File: src/rtl/box_move_scheduler.sv
// Turns four raw direction buttons into frame-synchronous, single-cycle move codes
// with debounce, opposite-direction cancel, round-robin arbitration and auto-repeat.
module box_move_scheduler #(
    parameter int unsigned DEB_CYCLES   = 1000000,
    parameter int unsigned REPEAT_DELAY = 30,
    parameter int unsigned REPEAT_RATE  = 4,
    parameter bit          VSYNC_POL    = 1'b1
) (
    input  logic       clk,
    input  logic       rst,
    input  logic [3:0] btn,
    input  logic       vsync,
    output logic [2:0] swout,
    output logic       active
);

    localparam int unsigned DW   = $clog2(DEB_CYCLES + 1);
    localparam int unsigned RMAX = (REPEAT_DELAY > REPEAT_RATE) ? REPEAT_DELAY : REPEAT_RATE;
    localparam int unsigned CW   = $clog2(RMAX + 1);

    localparam logic [DW-1:0] DEB_LAST = DW'(DEB_CYCLES - 1);
    localparam logic [CW-1:0] DELAY_LD = CW'(REPEAT_DELAY);
    localparam logic [CW-1:0] RATE_LD  = CW'(REPEAT_RATE);
    localparam logic [CW-1:0] CNT_ONE  = CW'(1);

    typedef enum logic [1:0] {
        S_IDLE   = 2'd0,
        S_DELAY  = 2'd1,
        S_REPEAT = 2'd2
    } state_t;

    logic [3:0]    sync1_q;
    logic [3:0]    sync2_q;
    logic [3:0]    deb_q;
    logic [DW-1:0] deb_cnt_q [4];

    logic          vs_q;
    logic          vs_d;
    logic          tick;

    logic [3:0]    elig;
    logic          any_elig;
    logic [1:0]    grant;
    logic [1:0]    scan;
    logic          found;

    state_t        state_q;
    logic [CW-1:0] cnt_q;
    logic [1:0]    last_q;
    logic [2:0]    swout_q;
    logic          active_q;

    // Two-flop synchroniser per button bit.
    // NOTE: sequential state uses non-blocking assignments so every flop samples pre-edge values.
    always_ff @(posedge clk or posedge rst) begin
        if (rst) begin
            sync1_q <= 4'b0000;
            sync2_q <= 4'b0000;
        end else begin
            sync1_q <= btn;
            sync2_q <= sync1_q;
        end
    end

    // A level is accepted only after DEB_CYCLES consecutive cycles differing from the stable value.
    // NOTE: the counter array is reset explicitly; it is control state, not a RAM.
    always_ff @(posedge clk or posedge rst) begin
        if (rst) begin
            deb_q <= 4'b0000;
            for (int i = 0; i < 4; i++) begin
                deb_cnt_q[i] <= '0;
            end
        end else begin
            for (int i = 0; i < 4; i++) begin
                if (sync2_q[i] == deb_q[i]) begin
                    deb_cnt_q[i] <= '0;
                end else if (deb_cnt_q[i] == DEB_LAST) begin
                    deb_q[i]     <= sync2_q[i];
                    deb_cnt_q[i] <= '0;
                end else begin
                    deb_cnt_q[i] <= deb_cnt_q[i] + DW'(1);
                end
            end
        end
    end

    // Frame tick: first cycle of the active vsync level.
    assign vs_d = (vsync == VSYNC_POL);
    assign tick = vs_d & ~vs_q;

    always_ff @(posedge clk or posedge rst) begin
        if (rst) begin
            vs_q <= 1'b0;
        end else begin
            vs_q <= vs_d;
        end
    end

    // Opposite directions held together cancel each other.
    // NOTE: every combinational output gets a default first so no latch is inferred.
    always_comb begin
        elig = deb_q;
        if (deb_q[0] && deb_q[2]) begin
            elig[0] = 1'b0;
            elig[2] = 1'b0;
        end
        if (deb_q[1] && deb_q[3]) begin
            elig[1] = 1'b0;
            elig[3] = 1'b0;
        end
    end

    assign any_elig = |elig;

    // Round-robin: first eligible direction after the last issued one, wrapping.
    always_comb begin
        grant = last_q;
        found = 1'b0;
        scan  = 2'd0;
        for (int k = 1; k <= 4; k++) begin
            scan = last_q + 2'(k);
            if (!found && elig[scan]) begin
                grant = scan;
                found = 1'b1;
            end
        end
    end

    // Move pacing FSM; a release always beats a same-cycle tick.
    always_ff @(posedge clk or posedge rst) begin
        if (rst) begin
            state_q  <= S_IDLE;
            cnt_q    <= '0;
            last_q   <= 2'd3;
            swout_q  <= 3'd0;
            active_q <= 1'b0;
        end else begin
            swout_q <= 3'd0;
            case (state_q)
                S_IDLE: begin
                    if (tick && any_elig) begin
                        swout_q  <= {1'b0, grant} + 3'd1;
                        last_q   <= grant;
                        cnt_q    <= DELAY_LD;
                        state_q  <= S_DELAY;
                        active_q <= 1'b1;
                    end
                end
                S_DELAY, S_REPEAT: begin
                    if (!any_elig) begin
                        state_q  <= S_IDLE;
                        cnt_q    <= '0;
                        active_q <= 1'b0;
                    end else if (tick) begin
                        if (cnt_q == CNT_ONE) begin
                            swout_q <= {1'b0, grant} + 3'd1;
                            last_q  <= grant;
                            cnt_q   <= RATE_LD;
                            state_q <= S_REPEAT;
                        end else begin
                            cnt_q <= cnt_q - CNT_ONE;
                        end
                    end
                end
                default: begin
                    state_q  <= S_IDLE;
                    cnt_q    <= '0;
                    active_q <= 1'b0;
                end
            endcase
        end
    end

    assign swout  = swout_q;
    assign active = active_q;

endmodule

File: config.mk
export PLATFORM = sky130hd
export DESIGN_NAME = box_move_scheduler
export DESIGN_NICKNAME = d
export VERILOG_FILES = /design/src/rtl/box_move_scheduler.sv
export SDC_FILE = /design/constraint.sdc
export NUM_CORES = 1
export LEC_CHECK = 0
export BUFFER_PORTS_ARGS = -buffer_cell sky130_fd_sc_hd__buf_4
export CAP_MARGIN = 25
export CORE_MARGIN = 4
export CORE_UTILIZATION = 45
export CTS_CLUSTER_SIZE = 10
export DETAILED_ROUTE_END_ITERATION = 8
export PLACE_DENSITY = 0.69
export SLEW_MARGIN = 20
export SYNTH_ARGS = -nofsm -noshare
export SYNTH_HDL_FRONTEND = slang
export SYNTH_SLANG_ARGS = --single-unit
File: constraint.sdc
create_clock -name clk -period 2.8 [get_ports clk]
set_clock_uncertainty 0.15 [all_clocks]
set_input_delay 0.14 -clock clk [delete_from_list [all_inputs] [get_ports clk]]
set_output_delay 0.14 -clock clk [all_outputs]
set_load 0.05 [all_outputs]
==> results by group, run 1 <==
Setup path
  • Type of origin of the critical path: flop
  • Worst EP arrival: 2.40 ns
  • CP Class: reg -> reg
  • Crit Path Max Fanout: 4
  • Critical Path, Cell by Cell: ha_1 -> nand4_1 -> or3_2 -> or4_1 -> a21oi_1
  • Endpoint class of the critical path: flop
  • Crit-path slowest cell: or3_2
  • Largest stage delay on the critical path: 0.55 ns
  • Req. time, crit path: 2.92 ns

Timing
  • Worst slew pin tran: 0.724 ns
  • Setup TNS: 0 ns
  • RSZ-0062 raised after global routing: false
  • Fin crit period: 2.27 ns
  • Worst rel slew slack: 51.0%
  • Final count of pins violating max slew: 0
  • Max frequency: 440 MHz
  • Final hold vios: 0
  • Worst hold slack: 0.173 ns
  • Worst Setup Slack, final: 0.528 ns
  • Count of endpoints failing setup in the final report: 0
  • Part of the cycle the worst path needs: 81.2%

Floorplanning
  • Die height: 116 um
  • Die ar.: 13500 um^2
  • Io pins: 11
  • Die Wd: 116 um
  • Initial Util: 46.1%
  • Core footprint: 11500 um^2
  • Site Rows: 39

Job
  • Maxcap violations: 0

CTS
  • Clock sinks: 106
  • Worst-path clk slew: 0.07 ns
  • H-tree levels: 3
  • Num CTS Buffers: 9
  • Clock Path Buffers: 2
  • CTS Root Buffer Type: clkbuf_16
  • CTS tree: yes
  • Clock Latency Late Sink: 0.35 ns
  • CTS resizes: 0

Routing
  • Vias/cell: 5.53
  • Routed wire per std cell: 13.7 um
  • Routed vias: 3918
  • DRC marker count from the first detailed-route iteration: 196
  • Total Wirelength: 9710 um
  • Drt pass-1 iters: 4
  • Number of remaining DRC errors: 0
  • ANT nets after route: 0

Layout
  • Synthesis-to-finish area growth: 12.4%
  • Inserted Diodes: 0
  • Number of nets in the layout: 576
  • Share of cells above drive strength 1: 10.1%

Synthesis
  • Synth unique cells: 53
  • Post-synth top area share: 49.3%
  • Most frequent cell after synthesis: dfrtp_1
  • Yosys warns: 0
  • EDFF count, synth: 0
  • #FFs+latches synth: 106
  • Seq/Total Area, Yosys: 50.2%
  • Top FF cell, synth: dfrtp_1
  • Post-Synthesis Cell Area: 5280 um^2
  • Mapped Nets: 550
  • Synth top area cells: dfrtp_1 49%, xnor2_1 6.5%, nor2_1 4.7%
  • Area leader, netlist: dfrtp_1
  • Mapped Cells: 534
  • Mapped Avg Cell Area: 9.89 um^2
  • Share of flip-flops with an asynchronous set or reset: 100%
  • Most frequent cells after synthesis: 104 x dfrtp_1, 66 x nor2_1, 39 x xnor2_1

Global route
  • Largest net degree at the start of global routing: 62
  • Total congestion overflow: 0
  • GRT Util Overall: 15.5%
  • First-pass GRT wire length: 16900 um
  • Antenna violations before repair: 0
  • Vias in the first global route: 3819

Placed design
  • DP Wirelength: 6840 um
  • GPL Wtd Cong: 0.852
  • Number of port buffers: 10
  • Place WS: 0.545 ns

Pwr
  • Design Power: 0.00292 W
  • P_leak: 2.34 nW
  • PwrDens: 492 nW/um^2
  • Worst IR Drop VDD: 0.315 mV

Run status
  • Status: complete, no violations

Hold path
  • Hold Crit Class: in -> async
==> layer usage <==
metal	global-route usage [%]	vias up	wire length, um
met5	0	-	0
met4	6.65	0	214
met3	3.32	17	266
met2	25.8	40	4620
met1	19.7	1910	4620
li1	-	1951	-
==> cells by family after synthesis <==
kind of cell,after synthesis,synth area share (%)
fa+ha+maj,10,2.32
simple gates,240,24.1
mux,8,1.63
buf+inv,38,2.82
xor+xnor,56,9.28
flops,106,50.2
compound gates,76,9.59
==> power breakdown <==
group          leakage (nW)  switching (W)  total (W)  internal (W)
logic                 0.759      0.0000691   0.000110     0.0000413
registers              1.44      0.0000214    0.00157       0.00155
clock network         0.141       0.000563    0.00124      0.000674
total                  2.34       0.000654    0.00292       0.00227
==> critical path: cells and delay by family (launching register included) <==
kind,cells,cell delay (ns)
and+or+nand+nor,3,1.24
DFF,1,0.41
adders and majority gates,1,0.24
AOI/OAI and AO/OA,1,0.16
==> flip-flops by register name, summed over array words and instances (netlist names) <==
| register | cells |
|---|---|
| last_q | 2 |
| swout | 3 |
| cnt_q | 5 |
| state_q | 2 |
| sync1_q | 4 |
| deb_q | 4 |
| active | 1 |
| vs_q | 1 |
| sync2_q | 4 |
| deb_cnt_q | 80 |
==> cells in the final DEF (no fill, tap or decap), types with 15 or more instances in the layout <==
| master | count |
|---|---|
| inv_1 | 26 |
| buf_4 | 19 |
| a21oi_1 | 28 |
| nor4_1 | 18 |
| xor2_1 | 17 |
| nor2_1 | 66 |
| nand4_1 | 15 |
| nor3_1 | 17 |
| nand2_1 | 35 |
| dfrtp_1 | 104 |
| nand3_1 | 28 |
| o21ai_0 | 15 |
| xnor2_1 | 39 |
==> worst paths after layout <==
check                        startpoint            end  slack, ns  cells after the start
max                        deb_cnt_q[0]  deb_cnt_q[18]       0.53                      5
min                                 rst  deb_cnt_q[49]       0.17                      3
max reg2reg                deb_cnt_q[0]  deb_cnt_q[18]       0.53                      5
min reg2reg                  sync1_q[0]     sync2_q[0]       0.20                      0
max in group asynchronous           rst      last_q[1]       1.59                      4
min in group clk             sync1_q[0]     sync2_q[0]       0.20                      0
==> metrics by stage <==
| step | utilization, % | std cells | area, um^2 |
|---|---|---|---|
| after floorplan | - | 534 | 5290 |
| after global placement | 48.7 | 686 | 5590 |
| after detailed placement | 48.7 | 686 | 5590 |
| after CTS | 51.8 | 708 | 5940 |
| after global routing | 51.8 | 708 | 5940 |
| final | 51.8 | 708 | 5940 |
==> repair_timing <==
action	CTS	global route
hold endpoints to repair	20	0
buffers inserted	0	0
setup endpoints to repair	0	0
hold buffers	6	0
==> final cells by class <==
type | instances | area [um^2]
clock buffers | 12 | 267
clock inverters | 4 | 25.0
fillers | 1005 | 5530
inverters | 27 | 105
multi-input cells | 390 | 2480
flip-flops and latches | 106 | 2660
well taps | 143 | 179
repair buffers | 26 | 223
(Power assumes the default switching activity.)
==> inputs of run 2 (changes only) <==
Clock period 2.8 ns to 1.98 ns, I/O delays scaled along.
==> results by group, run 2 (synthesis gave the netlist of run 1 again) <==
Global route
  • First-pass GRT wire length: 18500 um
  • Largest net degree at the start of global routing: 55
  • GRT busiest layer: met2
  • Antenna violations before repair: 0
  • Grt met3 use: 3.63%
  • GRT Util Overall: 16.7%
  • Total congestion overflow: 0
  • Grt met2 use: 28.3%
  • GR Layer Usage met1: 21.6%
  • Vias in the first global route: 4071

Setup path
  • CP Class: reg -> reg
  • R2R cell count: 5
  • Worst EP arrival: 2.06 ns
  • Type of origin of the critical path: flop
  • Endpoint class of the critical path: flop
  • Worst reg2reg endpoint: deb_cnt_q[54]
  • Worst r2r src: deb_cnt_q[40]
  • R2r setup slk: 0.05 ns
  • Crit Path Max Fanout: 5
  • Req. time, crit path: 2.10 ns

Pwr
  • Worst IR Drop VDD: 0.561 mV
  • PwrDens: 641 nW/um^2
  • P_leak: 2.59 nW

CTS
  • H-tree levels: 3
  • Clock Path Buffers: 2
  • CTS tree: yes
  • Worst-path clk slew: 0.07 ns
  • Clock sinks: 106
  • CTS Root Buffer Type: clkbuf_16
  • Num CTS Buffers: 9
  • Clock Latency Late Sink: 0.35 ns

Routing
  • ANT nets after route: 0
  • DRC marker count from the first detailed-route iteration: 191
  • Routed vias: 4081
  • Total Wirelength: 10500 um
  • Drt pass-1 iters: 4
  • Routed wire per std cell: 13.9 um
  • Vias/cell: 5.41
  • Number of remaining DRC errors: 0

Hold path
  • Worst hold stages: 0
  • Hold Crit Class: reg -> reg
  • WHS Endpoint: sync2_q[1]
  • Hold path start: sync1_q[1]

Timing
  • Fin crit period: 1.93 ns
  • Max frequency: 517 MHz
  • Count of endpoints failing setup in the final report: 0
  • Worst Setup Slack, final: 0.0456 ns
  • Setup TNS: 0 ns
  • Worst rel slew slack: 72.2%
  • Final hold vios: 0
  • Final count of pins violating max slew: 0
  • RSZ-0062 raised after global routing: true
  • Worst slew pin tran: 0.414 ns
  • Part of the cycle the worst path needs: 97.7%

Layout
  • Number of nets in the layout: 622
  • Reg area: 2670 um^2
  • Most common cell after layout, fill and taps aside: dfrtp_1
  • Max reg flops: 80
  • Inserted Diodes: 0
  • Synthesis-to-finish area growth: 22.4%
  • Fillcell total: 966
  • Most frequent cells in the layout: 96 x dfrtp_1, 66 x nor2_1, 61 x buf_4
  • Most flop-heavy register: deb_cnt_q
  • Area of the multi-input gates: 2650 um^2
  • Share of cells above drive strength 1: 22.6%
  • Largest registers: deb_cnt_q (80), cnt_q (5)

Floorplanning
  • Die ar.: 13500 um^2
  • Initial Util: 46.1%
  • Core footprint: 11500 um^2
  • Die Wd: 116 um
  • Die height: 116 um
  • Io pins: 11
  • Site Rows: 39

Placed design
  • Number of port buffers: 10
  • Place WS: -0.0148 ns
  • DP Wirelength: 7190 um
  • GPL Wtd Cong: 0.814

Job
  • Maxcap violations: 0

Run status
  • Status: complete, no violations
run 2: metal layers:
| layer | part of all wire [%] | up-vias |
|---|---|---|
| met5 | 0 | - |
| met4 | 1.8 | 0 |
| met3 | 2.4 | 16 |
| met2 | 49 | 42 |
| met1 | 46 | 1980 |
| li1 | - | 2043 |
run 2: area by class of cell:
type	count	share of cell area, %
inverter	27	1.63
timing repair buffer	71	8.92
sequential	106	41.2
clock buffer	10	3.70
tap	143	2.77
multi-input combinational	391	41.0
clock inverter	6	0.754
run 2: worst max path at each step:
| stage | from | end | slack [ns] | cells past startpoint |
|---|---|---|---|---|
| 6_report | deb_cnt_q[40] | deb_cnt_q[54] | 0.05 | 5 |
| 3_3_place_gp | deb_cnt_q[8] | deb_cnt_q[13] | 0.08 | 4 |
| 3_5_place_dp | state_q[1] | state_q[1] | -0.01 | 6 |
| 2_1_floorplan | deb_cnt_q[6] | deb_cnt_q[13] | -0.02 | 5 |
| 5_1_grt | deb_cnt_q[41] | deb_cnt_q[54] | -0.03 | 5 |
| 4_1_cts | deb_cnt_q[45] | deb_cnt_q[59] | 0.003 | 4 |
run 2: what timing repair did:
action / in CTS / in global routing
pin swaps: 0 / 9
gates cloned: 0 / 2
setup buffers: 1 / 10
endpoints found under the setup margin: 3 / 24
hold endpoints to repair: 111 / 0
gates resized for setup: 1 / 39
hold buffers: 6 / 0
run 2: critical path: stages (launching register included):
cell,delay [ns]
dfrtp_1,0.41
ha_4,0.17
nand4_1,0.14
or4_4,0.48
or3_4,0.36
a21oi_2,0.14
run 2: through the flow:
step | instance area [um^2] | power (W) | instances | hold WS (ns) | util, %
finish | 6470 | 0.00414 | 754 | 0.204 | 56.4
global route | 6470 | 0.00433 | 754 | 0.219 | 56.4
CTS | 6230 | 0.00419 | 742 | 0.205 | 54.3
detailed placement | 5870 | 0.00245 | 719 | 0.0596 | 51.2
global placement | 5870 | 0.00244 | 719 | 0.0584 | 51.2
floorplan | 5320 | 0.00236 | 534 | -0.0196 | -
run 2: power by group:
part           switching [W]  internal (W)
Sequential         0.0000262       0.00220
Clock               0.000815      0.000903
Combinational       0.000116     0.0000897
